$ cat config.mk
export PLATFORM = sky130hd
export DESIGN_NAME = bp_burst_latency_buffer
export DESIGN_NICKNAME = d
export VERILOG_FILES = /design/src/rtl/bp_burst_latency_buffer.sv
export SDC_FILE = /design/constraint.sdc
export NUM_CORES = 1
export LEC_CHECK = 0
export ABC_CLOCK_PERIOD_IN_PS = 15600
export CORE_MARGIN = 3
export CORE_UTILIZATION = 43
export DETAILED_ROUTE_END_ITERATION = 7
export PLACE_DENSITY = 0.58
export SYNTH_ARGS = -nofsm -noshare
export SYNTH_HDL_FRONTEND = slang
export SYNTH_SLANG_ARGS = --single-unit
$ cat constraint.sdc
create_clock -name clk_i -period 15.6 [get_ports clk_i]
set_input_delay 4.68 -clock clk_i [delete_from_list [all_inputs] [get_ports clk_i]]
set_output_delay 4.68 -clock clk_i [all_outputs]
set_load 0.005 [all_outputs]
$ cat src/rtl/bp_burst_latency_buffer.sv
// In-order delay queue for ready/valid burst streams: each beat becomes eligible a fixed
// (optionally LFSR-jittered) number of cycles after it is accepted, and leaves strictly FIFO.
module bp_burst_latency_buffer #(
  parameter int          width_p       = 64,
  parameter int          els_p         = 8,
  parameter int          latency_p     = 100,
  parameter int          jitter_mask_p = 0,
  parameter logic [15:0] lfsr_seed_p   = 16'hACE1
) (
  input  logic                         clk_i,
  input  logic                         reset_n_i,
  input  logic [width_p-1:0]           data_i,
  input  logic                         last_i,
  input  logic                         v_i,
  output logic                         ready_and_o,
  output logic [width_p-1:0]           data_o,
  output logic                         last_o,
  output logic                         v_o,
  input  logic                         ready_and_i,
  output logic [$clog2(els_p+1)-1:0]   count_o
);

  // Counter is one bit wider than the largest delay, so an exact-match expiry test is wrap-safe.
  localparam int ctr_w = $clog2(latency_p + jitter_mask_p + 1) + 1;
  localparam int ptr_w = $clog2(els_p);
  localparam int cnt_w = $clog2(els_p + 1);

  typedef enum logic {ST_START, ST_BURST} burst_state_e;

  burst_state_e state_reg, state_next;

  logic [width_p-1:0] data_mem  [els_p];
  logic               last_mem  [els_p];
  logic [ctr_w-1:0]   stamp_mem [els_p];

  logic [els_p-1:0] valid_reg, valid_next;
  logic [els_p-1:0] expired_reg, expired_next;
  logic [els_p-1:0] hit_wr, hit_rd, stamp_hit;

  logic [ptr_w-1:0] wr_ptr_reg, wr_ptr_next;
  logic [ptr_w-1:0] rd_ptr_reg, rd_ptr_next;
  logic [cnt_w-1:0] count_reg, count_next;
  logic [ctr_w-1:0] ctr_reg;
  logic [15:0]      lfsr_reg, lfsr_next;
  logic [ctr_w-1:0] delay_reg, delay_next;

  logic             accept, deq, lfsr_adv;
  logic             lfsr_fb;
  logic [ctr_w-1:0] delay_now, delay_sel, stamp_new;

  assign accept = v_i & ready_and_o;
  assign deq    = v_o & ready_and_i;

  assign ready_and_o = reset_n_i & (count_reg != cnt_w'(els_p));
  assign count_o     = count_reg;

  assign v_o    = reset_n_i & valid_reg[rd_ptr_reg]
                & (expired_reg[rd_ptr_reg] | stamp_hit[rd_ptr_reg]);
  assign data_o = data_mem[rd_ptr_reg];
  assign last_o = last_mem[rd_ptr_reg];

  // Delay is drawn once at the first beat of a burst and reused for the rest of that burst.
  assign delay_now = ctr_w'(latency_p) + ctr_w'(lfsr_reg & 16'(jitter_mask_p));
  assign delay_sel = (state_reg == ST_BURST) ? delay_reg : delay_now;
  assign stamp_new = ctr_reg + delay_sel;

  assign lfsr_fb = lfsr_reg[15] ^ lfsr_reg[13] ^ lfsr_reg[12] ^ lfsr_reg[10];

  always_comb begin
    state_next = state_reg;
    lfsr_adv   = 1'b0;
    if (accept) begin
      if (state_reg == ST_START) begin
        lfsr_adv = 1'b1;
      end
      state_next = last_i ? ST_START : ST_BURST;
    end
  end

  always_comb begin
    lfsr_next  = lfsr_reg;
    delay_next = delay_reg;
    if (lfsr_adv) begin
      lfsr_next  = {lfsr_reg[14:0], lfsr_fb};
      delay_next = delay_now;
    end
  end

  always_comb begin
    wr_ptr_next = wr_ptr_reg;
    rd_ptr_next = rd_ptr_reg;
    count_next  = count_reg;
    if (accept) begin
      wr_ptr_next = (wr_ptr_reg == ptr_w'(els_p - 1)) ? '0 : wr_ptr_reg + ptr_w'(1);
    end
    if (deq) begin
      rd_ptr_next = (rd_ptr_reg == ptr_w'(els_p - 1)) ? '0 : rd_ptr_reg + ptr_w'(1);
    end
    if (accept && !deq) begin
      count_next = count_reg + cnt_w'(1);
    end else if (deq && !accept) begin
      count_next = count_reg - cnt_w'(1);
    end
  end

  // Every occupied entry watches the counter, so an entry stalled behind the head still expires.
  genvar gi;
  generate
    for (gi = 0; gi < els_p; gi++) begin : g_entry
      assign hit_wr[gi]       = accept & (wr_ptr_reg == ptr_w'(gi));
      assign hit_rd[gi]       = deq & (rd_ptr_reg == ptr_w'(gi));
      assign stamp_hit[gi]    = valid_reg[gi] & (ctr_reg == stamp_mem[gi]);
      assign valid_next[gi]   = hit_wr[gi] | (valid_reg[gi] & ~hit_rd[gi]);
      assign expired_next[gi] = ~hit_wr[gi] & ~hit_rd[gi] & (expired_reg[gi] | stamp_hit[gi]);
    end
  endgenerate

  always_ff @(posedge clk_i or negedge reset_n_i) begin
    if (!reset_n_i) begin
      state_reg   <= ST_START;
      ctr_reg     <= '0;
      lfsr_reg    <= lfsr_seed_p;
      delay_reg   <= '0;
      wr_ptr_reg  <= '0;
      rd_ptr_reg  <= '0;
      count_reg   <= '0;
      valid_reg   <= '0;
      expired_reg <= '0;
    end else begin
      state_reg   <= state_next;
      ctr_reg     <= ctr_reg + ctr_w'(1);
      lfsr_reg    <= lfsr_next;
      delay_reg   <= delay_next;
      wr_ptr_reg  <= wr_ptr_next;
      rd_ptr_reg  <= rd_ptr_next;
      count_reg   <= count_next;
      valid_reg   <= valid_next;
      expired_reg <= expired_next;
    end
  end

  // Payload storage carries no reset; the valid bits alone say which entries are meaningful.
  always_ff @(posedge clk_i) begin
    if (accept) begin
      data_mem[wr_ptr_reg]  <= data_i;
      last_mem[wr_ptr_reg]  <= last_i;
      stamp_mem[wr_ptr_reg] <= stamp_new;
    end
  end

`ifndef SYNTHESIS
  param_check: assert property (@(posedge clk_i) (latency_p >= 1) && (lfsr_seed_p != 16'h0));

  hold_check: assert property (@(posedge clk_i) disable iff (!reset_n_i)
    (v_i && !ready_and_o) |=> (v_i && $stable(data_i) && $stable(last_i)));
`endif

endmodule

==> results.toml <==
[finish]
top_register = "data_mem"
fillerInstances = 4597
final_common_cell = "sky130_fd_sc_hd__edfxtp_1"
final_core_utilization = 0.516
area_growth_syn_to_layout_pct = 17.3
final_design_area_no_fill_mm2 = 0.0287
finalNetCount = 1524
flip_flop_count_of_the_largest_register_all_copies_and_words_added = 512
largest_registers = "data_mem x512, stamp_mem x64"
final_cells = 2230
drive_gt1_frac = 0.186
layout_common_cells = "584 x sky130_fd_sc_hd__edfxtp_1, 226 x sky130_fd_sc_hd__nand2_1, 138 x sky130_fd_sc_hd__clkdlybuf4s50_1"

[setup_path]
worstSetupStartpointType = "input pin"
critical-path-top-delay-family = "buffers and inverters"
end_kind = "primary output"
timing.critical_path.arrival_ps = 6590
critical_path.slowest_cell = "sky130_fd_sc_hd__clkdlybuf4s50_1"
timing.reg2reg.setup_slack_ps = 10830
slowest_stage_delay_on_critical_path_ps = 540
reg2reg_from = "rd_ptr_reg[0]"
critical_path_start = "reset_n_i"
bufs_and_invs_on_worst_path = 3
worst-setup-path-type = "in2out"
cp_max_fo = 39
crit_required_ps = 10920
crit_path_cell_trace = "buf_2, buf_4, a21boi_1, o31ai_2, nor3_4, and2_1, clkdlybuf4s50_1"

[clock_network]
clkSinkCount = 620
cts_setup_buffers = 0
tritoncts.num_buffers = 66
post_cts_resized = 0
clock_latency_ps = 600
cts_root_buffer = "sky130_fd_sc_hd__clkbuf_16"
hold_buffers = 0
cts_tree = "done"
clkSlewWorstSetupHoldPaths_ps = 60
number_of_buffers_on_the_longest_clock_path = 3
number_of_h_tree_branching_levels = 3

[yosys]
synth_edf_count = 584
ys_ff_latch = 620
synth-seq-area-share = 0.753
synthDominantAreaCellType = "sky130_fd_sc_hd__edfxtp_1"
post_synth_inst_count = 1261
synthesis.area_per_instance_um2 = 19.4
synth_async_sr_flop_share = 0.0581
synthesized_nets = 1351
synth.cell_area_mm2 = 0.0245
synth.lib_cells_used.distinct = 60
ys_warn_count = 0
synth_flop_cell = "sky130_fd_sc_hd__edfxtp_1"
post-synth-top-area-fraction = 0.716
ys_top_cells_by_area = "sky130_fd_sc_hd__edfxtp_1 72%, sky130_fd_sc_hd__mux4_2 12%, sky130_fd_sc_hd__dfrtp_1 3.7%"

[outcome]
status = "finished, final reports clean"

[power_and_ir_drop]
power.total_mw = 3.33
power_density_mw_per_mm2 = 116
worst_ir_drop_vdd_uv = 93.8
p_leak_nw = 9.34

[sta]
maxSlewHeadroom = 0.144
clock_skew_ps = 28.8
hold_viol_final = 0
final-max-slew-violation-count = 0
setup_viol_count_final = 0
rsz0062_at_grt = "false"
fin_crit_share = 0.723
max_freq_ghz = 0.0887
final.setup.tns_ps = 0
timing.final.crit_period_ps = 11270
timing_worst_slew_pin_value_ps = 1280

[floorplanning]
fp.dieW_um = 245
die_height_um = 245
fp-row-count = 86
pin_count = 140
start_util = 0.440
floorplan.core_area_mm2 = 0.0557
die-area_mm2 = 0.0599

[placement]
hpwlAfterDp_mm = 27.2
routability_cong = 0.753
post-place-cells = 2114
postPlaceCellArea_mm2 = 0.0267
placement.io_buffers = 139

[detailed_routing]
detailroute.via_count = 11800
wire_length_reported_by_the_detailed_router_mm = 50.6
detail_route.drc_violations = 0
drtPass1Iterations = 6
first_iter_violations = 783
antenna_violating_nets_post_route = 0
number_of_vias_per_cell = 5.30
wl_per_cell_um = 22.7

[global_routing]
first_global_vias = 12400
grt_use_total = 0.173
grt_pass1_wl_mm = 77.6
antenna_found_initial = 4
largest_net_degree_at_the_start_of_global_routing = 58
globalRouteOverflowTotal = 0

[min_path]
hold_path.startpoint = "delay_reg[2]"
hold_class = "reg2reg"

[job]
drv.max_cap_violation_count = 0
==> cells by family (layout without fill, tap and decap cells) <==
logic type                 Yosys count  in the layout  share of synthesized area
DFF                                620            620                      0.753
and+or+nand+nor                    294            294                     0.0517
muxes                              140            140                      0.126
xor gates and xnor gates            78             78                     0.0285
buffers and inverters               72            292                     0.0174
AOI/OAI and AO/OA                   36             36                     0.0130
adders and majority gates           21             21                     0.0110
other                                0              1                          0
==> cell usage after synthesis (2+ instances only) <==
cell type,count
sky130_fd_sc_hd__a22o_1,3
sky130_fd_sc_hd__ha_1,20
sky130_fd_sc_hd__xor2_1,6
sky130_fd_sc_hd__nor3_2,2
sky130_fd_sc_hd__o41ai_1,3
sky130_fd_sc_hd__a31oi_1,2
sky130_fd_sc_hd__xnor2_2,2
sky130_fd_sc_hd__nand2_1,226
sky130_fd_sc_hd__nor2_1,10
sky130_fd_sc_hd__nand3_1,21
sky130_fd_sc_hd__buf_4,4
sky130_fd_sc_hd__a21oi_1,2
sky130_fd_sc_hd__mux2i_1,3
sky130_fd_sc_hd__buf_6,9
sky130_fd_sc_hd__buf_8,2
sky130_fd_sc_hd__xnor2_1,70
sky130_fd_sc_hd__buf_2,12
sky130_fd_sc_hd__nand4_1,12
sky130_fd_sc_hd__dfrtp_1,36
sky130_fd_sc_hd__o221a_1,3
sky130_fd_sc_hd__buf_1,2
sky130_fd_sc_hd__o211a_1,4
sky130_fd_sc_hd__clkbuf_8,2
sky130_fd_sc_hd__nor4_1,3
sky130_fd_sc_hd__mux2_4,2
sky130_fd_sc_hd__clkbuf_1,27
sky130_fd_sc_hd__edfxtp_1,584
sky130_fd_sc_hd__nor3_1,9
sky130_fd_sc_hd__mux4_2,133
sky130_fd_sc_hd__o21ai_0,6
sky130_fd_sc_hd__inv_1,11
sky130_fd_sc_hd__a2bb2oi_1,2
==> report_power, final <==
part / switching [mW] / total, mW / internal (mW) / leakage (nW)
sequential: 0 / 1.82 / 1.82 / 5.74
clock: 0.614 / 1.48 / 0.867 / 0.992
combinational: 0.0201 / 0.0354 / 0.0153 / 2.61
total: 0.634 / 3.33 / 2.70 / 9.34
==> per-layer routing <==
metal / GRT usage / vias up / routed length, um
met4: 0.0386 / 4 / 843
met2: 0.291 / 239 / 25500
met5: 0 / - / 37
li1: - / 5286 / -
met1: 0.231 / 6225 / 22000
met3: 0.0400 / 68 / 2310
==> final timing paths <==
| path | to | cells past startpoint |
|---|---|---|
| worst max-delay path | v_o | 7 |
| worst min-delay path | delay_reg[2] | 1 |
| worst max register to register | count_o[3] | 16 |
| worst min register to register | delay_reg[2] | 1 |
| max in group asynchronous | rd_ptr_reg[1] | 2 |
| min in group asynchronous | expired_reg[1] | 2 |
==> through the flow <==
stage                     setup WS, ps  hold slack (ps)
after CTS                         4250              479
after global placement            4280              453
final                             4330              476
after global routing              4120              512
after floorplan                   2890              434
after detailed placement          4270              462
==> layout make-up <==
| type | instances | area (um^2) | share of cell area |
|---|---|---|---|
| antenna | 1 | 2.50 | 0.0000871 |
| clock buffer | 89 | 1810 | 0.0630 |
| clock inverter | 26 | 236 | 0.00823 |
| inverter | 13 | 48.8 | 0.00170 |
| multi-input combinational | 569 | 5680 | 0.198 |
| sequential | 620 | 18400 | 0.642 |
| tap | 748 | 936 | 0.0326 |
| timing repair buffer | 164 | 1570 | 0.0548 |
No activity file was read; power rests on OpenSTA's default activity.
